## src/rtl/logic_unit_pkg.sv

```systemverilog
// logic_unit_pkg: op codes and helpers shared by the logic unit pipeline.
package logic_unit_pkg;
    localparam int LOP_W = 3;
    localparam logic [LOP_W-1:0] LOP_AND   = 3'b000;
    localparam logic [LOP_W-1:0] LOP_OR    = 3'b001;
    localparam logic [LOP_W-1:0] LOP_XOR   = 3'b010;
    localparam logic [LOP_W-1:0] LOP_NOR   = 3'b011;
    localparam logic [LOP_W-1:0] LOP_ANDN  = 3'b100;
    localparam logic [LOP_W-1:0] LOP_PASSA = 3'b101;
    function automatic logic is_illegal_op(input logic [LOP_W-1:0] op);
        return op[2] && op[1];
    endfunction
endpackage

```

## src/rtl/logic_unit_stage.sv

```systemverilog
// logic_unit_stage: one pipeline register stage holding a valid bit and an opaque payload.
module logic_unit_stage #(
    parameter int W = 8
) (
    input  logic         clock,
    input  logic         reset,
    input  logic         flush,
    input  logic         up_valid,
    input  logic         load,
    input  logic [W-1:0] d,
    output logic         valid,
    output logic [W-1:0] q
);
    always_ff @(posedge clock or posedge reset) begin
        if (reset) begin
            valid <= 1'b0;
            q     <= '0;
        end else begin
            valid <= flush ? 1'b0 : load ? up_valid : valid;
            if (load && up_valid && !flush) q <= d;
        end
    end
endmodule

```

## src/rtl/logic_unit_pipe.sv

```systemverilog
// logic_unit_pipe: pipelined WIDTH-bit logic unit with valid/ready, flush and tag pass-through.
// Optional output-transfer counter enabled by LOGIC_UNIT_PERF_CNT_EN.
module logic_unit_pipe
    import logic_unit_pkg::*;
#(
    parameter int WIDTH  = 32,
    parameter int STAGES = 2,
    parameter int TAG_W  = 5
) (
    input  logic             clock,
    input  logic             reset,
    input  logic             flush,
    input  logic             in_valid,
    output logic             in_ready,
    input  logic [WIDTH-1:0] in_a,
    input  logic [WIDTH-1:0] in_b,
    input  logic [LOP_W-1:0] in_op,
    input  logic [TAG_W-1:0] in_tag,
    output logic             out_valid,
    input  logic             out_ready,
    output logic [WIDTH-1:0] out_result,
    output logic [TAG_W-1:0] out_tag,
    output logic             out_zero,
    output logic             out_illegal
`ifdef LOGIC_UNIT_PERF_CNT_EN
   ,input  logic             perf_clear,
    output logic [31:0]      perf_count
`endif
);
    localparam int PW = WIDTH + TAG_W + 2;
    logic [WIDTH-1:0]  res;
    logic              ill;
    logic [STAGES:0]   ld;
    logic [STAGES-1:0] uv;
    logic [STAGES-1:0] v;
    logic [PW-1:0]     d [STAGES+1];
    always_comb begin
        ill = is_illegal_op(in_op);
        res = in_op == LOP_AND   ? in_a & in_b    :
              in_op == LOP_OR    ? in_a | in_b    :
              in_op == LOP_XOR   ? in_a ^ in_b    :
              in_op == LOP_NOR   ? ~(in_a | in_b) :
              in_op == LOP_ANDN  ? in_a & ~in_b   :
              in_op == LOP_PASSA ? in_a           : '0;
    end
    assign d[0] = {res, in_tag, res == '0, ill};
    // A stage may load when empty or when the stage after it is loading; the chain ends at out_ready.
    always_comb begin
        ld[STAGES] = out_ready;
        for (int k = STAGES - 1; k >= 0; k--) ld[k] = !v[k] || ld[k+1];
        in_ready = ld[0] && !flush;
        uv[0] = in_valid && in_ready;
        for (int k = 1; k < STAGES; k++) uv[k] = v[k-1];
    end
    for (genvar i = 0; i < STAGES; i++) begin : g_stage
        logic_unit_stage #(.W(PW)) u_stage (
            .clock   (clock),
            .reset   (reset),
            .flush   (flush),
            .up_valid(uv[i]),
            .load    (ld[i]),
            .d       (d[i]),
            .valid   (v[i]),
            .q       (d[i+1])
        );
    end
    assign out_valid = v[STAGES-1];
    assign {out_result, out_tag, out_zero, out_illegal} = d[STAGES];
`ifdef LOGIC_UNIT_PERF_CNT_EN
    always_ff @(posedge clock or posedge reset) begin
        if (reset) perf_count <= '0;
        else if (perf_clear) perf_count <= '0;
        else if (out_valid && out_ready && !flush && perf_count != '1) perf_count <= perf_count + 32'd1;
    end
`endif
endmodule

```

## config.mk

```make
export PLATFORM = sky130hd
export DESIGN_NAME = logic_unit_pipe
export DESIGN_NICKNAME = d
export VERILOG_FILES = /design/src/rtl/logic_unit_pkg.sv /design/src/rtl/logic_unit_stage.sv /design/src/rtl/logic_unit_pipe.sv
export SDC_FILE = /design/constraint.sdc
export NUM_CORES = 1
export LEC_CHECK = 0
export BUFFER_PORTS_ARGS = -buffer_cell sky130_fd_sc_hd__buf_4
export CAP_MARGIN = 20
export CORE_MARGIN = 2
export CORE_UTILIZATION = 40
export CTS_CLUSTER_DIAMETER = 120
export DETAILED_ROUTE_END_ITERATION = 6
export PLACE_DENSITY_LB_ADDON = 0.2
export SLEW_MARGIN = 30
export SYNTH_ARGS = -nofsm -noshare
export SYNTH_HDL_FRONTEND = slang
export SYNTH_SLANG_ARGS = --single-unit
```

## constraint.sdc

```tcl
create_clock -name clock -period 7.1 [get_ports clock]
set_clock_uncertainty 0.15 [all_clocks]
set_input_delay 0.355 -clock clock [delete_from_list [all_inputs] [get_ports clock]]
set_output_delay 0.355 -clock clock [all_outputs]
set_load 0.005 [all_outputs]
```

==> results.py <==
metrics = {
    "synthesis": {
        "yosys-mux-area-fraction_pct": 15.00,
        "synthFlopType": "dfrtp_1",
        "syn_nets": 862,
        "synth_compound_area_share_pct": 15.23,
        "ys_seq_area_share_pct": 31.01,
        "synth_top_family_by_area": "adder cells",
        "synth.avg_cell_area_um2": 9.370,
        "synth_area_um2": 6456,
        "synth_edf_count": 0,
        "synth_fa_ha_area_share_pct": 18.60,
        "synth_top_area_share_pct": 31.01,
        "yosys-top-cells-area": "dfrtp_1 31%, ha_1 19%, mux2_2 11%, buf_4 4.8%, mux2i_1 4.2%",
        "syn_inst": 689,
        "synthSimpleGateAreaFrac_pct": 8.430,
        "synth.distinct_cells": 37,
        "ys_warn_count": 0,
        "ys_async_sr_fraction_pct": 100.0,
        "ys_ff_latch": 80,
        "synth-xor-area-share_pct": 0,
        "synth_top_area_cell": "dfrtp_1",
    },
    "sta": {
        "setup_slack_ps": 3955,
        "relSlewSlack_pct": 47.30,
        "fin_setup_tns_ps": 0,
        "period_share_pct": 44.30,
        "worstMarginPinSlew_ps": 790.5,
        "finalCriticalPeriod_ps": 3145,
        "hold_viol": 0,
        "slew_violations": 0,
        "setup_viol": 0,
        "maxClockFrequency_mhz": 317.9,
        "rsz0062_at_grt": "false",
    },
    "pwr": {
        "power_switching_share_pct": 28.39,
        "clkPwrFrac_pct": 29.8,
        "leakage_nw": 3.788,
        "p_total_mw": 1.509,
        "p_int_mw": 1.081,
        "power_frac_comb_pct": 28.9,
        "p_switching_mw": 0.4284,
        "power_density_nw_per_um2": 202.8,
        "seq_power_share_pct": 41.3,
        "ir_drop_uv": 85.00,
    },
    "clock_network": {
        "clock-sinks": 80,
        "ctsHtreeMaxLevel": 3,
        "numCtsBuffers": 9,
        "cts_buffer_depth": 2,
        "post_cts_buffers": 0,
        "insertion_delay_ps": 330,
        "cts_root_buf": "clkbuf_16",
        "clk_pin_slew_ps": 60,
        "cts_tree": "done",
        "cts_hold_buf": 0,
        "post_cts_resized": 0,
    },
    "placement": {
        "dp_hpwl_um": 11040,
        "dpl.cell_count": 949,
        "place_ws_ps": 3596,
        "postPlaceCellArea_um2": 7152,
        "gp_congestion": 0.8230,
        "portBuffers": 117,
    },
    "detailed_routing": {
        "drc_errors": 0,
        "drtIter0Drc": 270,
        "wire_per_inst_um": 15.64,
        "via_per_inst": 5.126,
        "ant_nets": 0,
        "vias": 4941,
        "routed_wl_um": 15070,
        "drt_pre_antenna_iters": 4,
    },
    "setup_path": {
        "reg2reg_to": "g_stage[0].u_stage.q[1]",
        "rrSetupSlack_ps": 4660,
        "cp.arrival_ps": 3240,
        "critPathRequiredTime_ps": 7200,
        "crit_path_start_kind": "input port",
        "crit_start": "in_op[0]",
        "crit_type": "input port to register",
        "r2r_cells": 8,
        "reg2reg_from": "g_stage[1].u_stage.valid",
        "worst-path-max-fanout": 84,
        "cp-end-kind": "register",
    },
    "global_route": {
        "track_usage_pct": 17.56,
        "grt_pass1_wl_um": 23450,
        "grt-ovfl-total": 0,
        "first_global_vias": 4727,
        "grt_max_degree": 85,
        "antenna_found_initial": 0,
    },
    "floorplan": {
        "num_rows": 46,
        "ios": 118,
        "die_x_um": 131.0,
        "die_area_um2": 17170,
        "initial_utilization_pct": 40.79,
        "die_h_um": 131.0,
        "design.core.area_um2": 15830,
    },
    "final_layout": {
        "diodes": 0,
        "fin_nets": 917,
        "design_area_um2": 7441,
        "fin_cells": 964,
        "layout-drive-gt1-share_pct": 27.41,
        "syn_to_final_growth_pct": 15.25,
    },
    "min_path": {
        "hp-class": "input port to async pin",
    },
    "flow_run": {
        "drv_cap": 0,
    },
    "outcome": {
        "status": "finished clean",
    },
}
-- power by group through the flow --
| stage | combinational [mW] | sequential [mW] | clock (mW) |
|---|---|---|---|
| final | 0.437 | 0.623 | 0.449 |
| after global routing | 0.486 | 0.637 | 0.477 |
| after CTS | 0.442 | 0.626 | 0.461 |
| after detailed placement | 0.440 | 0.634 | 0 |
| after global placement | 0.427 | 0.632 | 0 |
| after floorplan | 0.334 | 0.602 | 0 |
-- cells by family (layout without fill, tap and decap cells) --
group | Yosys count | after routing
AOI/OAI and AO/OA | 155 | 155
buffers and inverters | 146 | 205
and+or+nand+nor | 123 | 123
adders and majority gates | 96 | 96
muxes | 89 | 89
DFF | 80 | 80
-- worst max-delay path, cell delays in order --
cell and delay [ps]:
buf_4 360, buf_4 700, inv_2 430, nand2_1 140, o21ai_0 90, a211o_1 320
nor4_1 370, o2111ai_1 220, o31ai_2 200
-- layout make-up --
| cell class | count | area [um^2] |
|---|---|---|
| clock buffer | 12 | 246.5 |
| clock inverter | 3 | 42.54 |
| fill | 1557 | 8387 |
| inverter | 69 | 260.3 |
| multi-input combinational | 463 | 3707 |
| sequential | 80 | 2002 |
| tap | 216 | 270.3 |
| timing repair buffer | 121 | 912.1 |
-- metrics by stage --
step           hold slack, ps  util [%]
2_1_floorplan           271.4         -
3_3_place_gp            308.9     45.15
3_5_place_dp            318.0     45.19
4_1_cts                 49.73     47.01
5_1_grt                 59.55     47.01
6_report                50.06     47.01
-- cells in the final DEF, fill, tap and decap left out, types with 4 or more instances in the layout --
cell	instances
nor2b_1	7
nor4_1	4
mux2_2	62
a21boi_0	13
a21oi_1	31
nand2b_1	9
nand2_1	53
a22oi_1	15
dfrtp_1	80
inv_1	65
ha_1	96
o21ai_0	43
o2bb2ai_1	12
buf_4	120
o22ai_1	19
mux2i_1	27
nor2_1	38
a211o_1	4
clkbuf_16	9
-- routing by layer --
metal	GRT usage (%)	vias up	routed length (um)
met1	25.59	2360	7334
met4	5.131	0	201
met5	0	-	0
met3	2.524	16	776
met2	27.10	138	6761
li1	-	2427	-
-- synth_stat cells, types with 2 or more instances --
master,n
buf_2,20
a211o_1,4
nor4_1,4
buf_6,4
mux2_2,62
a211oi_1,3
nor2b_1,7
ha_1,96
nor2_1,38
and3_1,2
a31oi_1,3
dfrtp_1,80
nand4_1,3
mux2i_1,27
a22oi_1,15
o21a_1,2
clkbuf_1,12
o22ai_1,19
nand2_1,54
o21ai_0,43
inv_1,66
o32ai_1,2
o22a_1,2
inv_2,3
a21oi_1,31
buf_4,41
nand2b_1,10
o2bb2ai_1,12
o31ai_1,3
a21boi_0,13
nand3_1,2
-- how the worst max path moves through the flow --
stage	to	slack [ps]	cells after the start
2_1_floorplan	g_stage[0].u_stage.q[0]	4540	1
3_3_place_gp	g_stage[0].u_stage.q[1]	3720	9
3_5_place_dp	g_stage[0].u_stage.q[1]	3600	9
4_1_cts	g_stage[0].u_stage.q[1]	3950	9
5_1_grt	g_stage[0].u_stage.q[1]	3720	9
6_report	g_stage[0].u_stage.q[1]	3950	9
-- flip-flops by register name (all words and copies together) (netlist names) --
signal / count
g_stage.u_stage.valid: 2
g_stage.u_stage.q: 78
No activity file was read; power rests on OpenSTA's default activity.
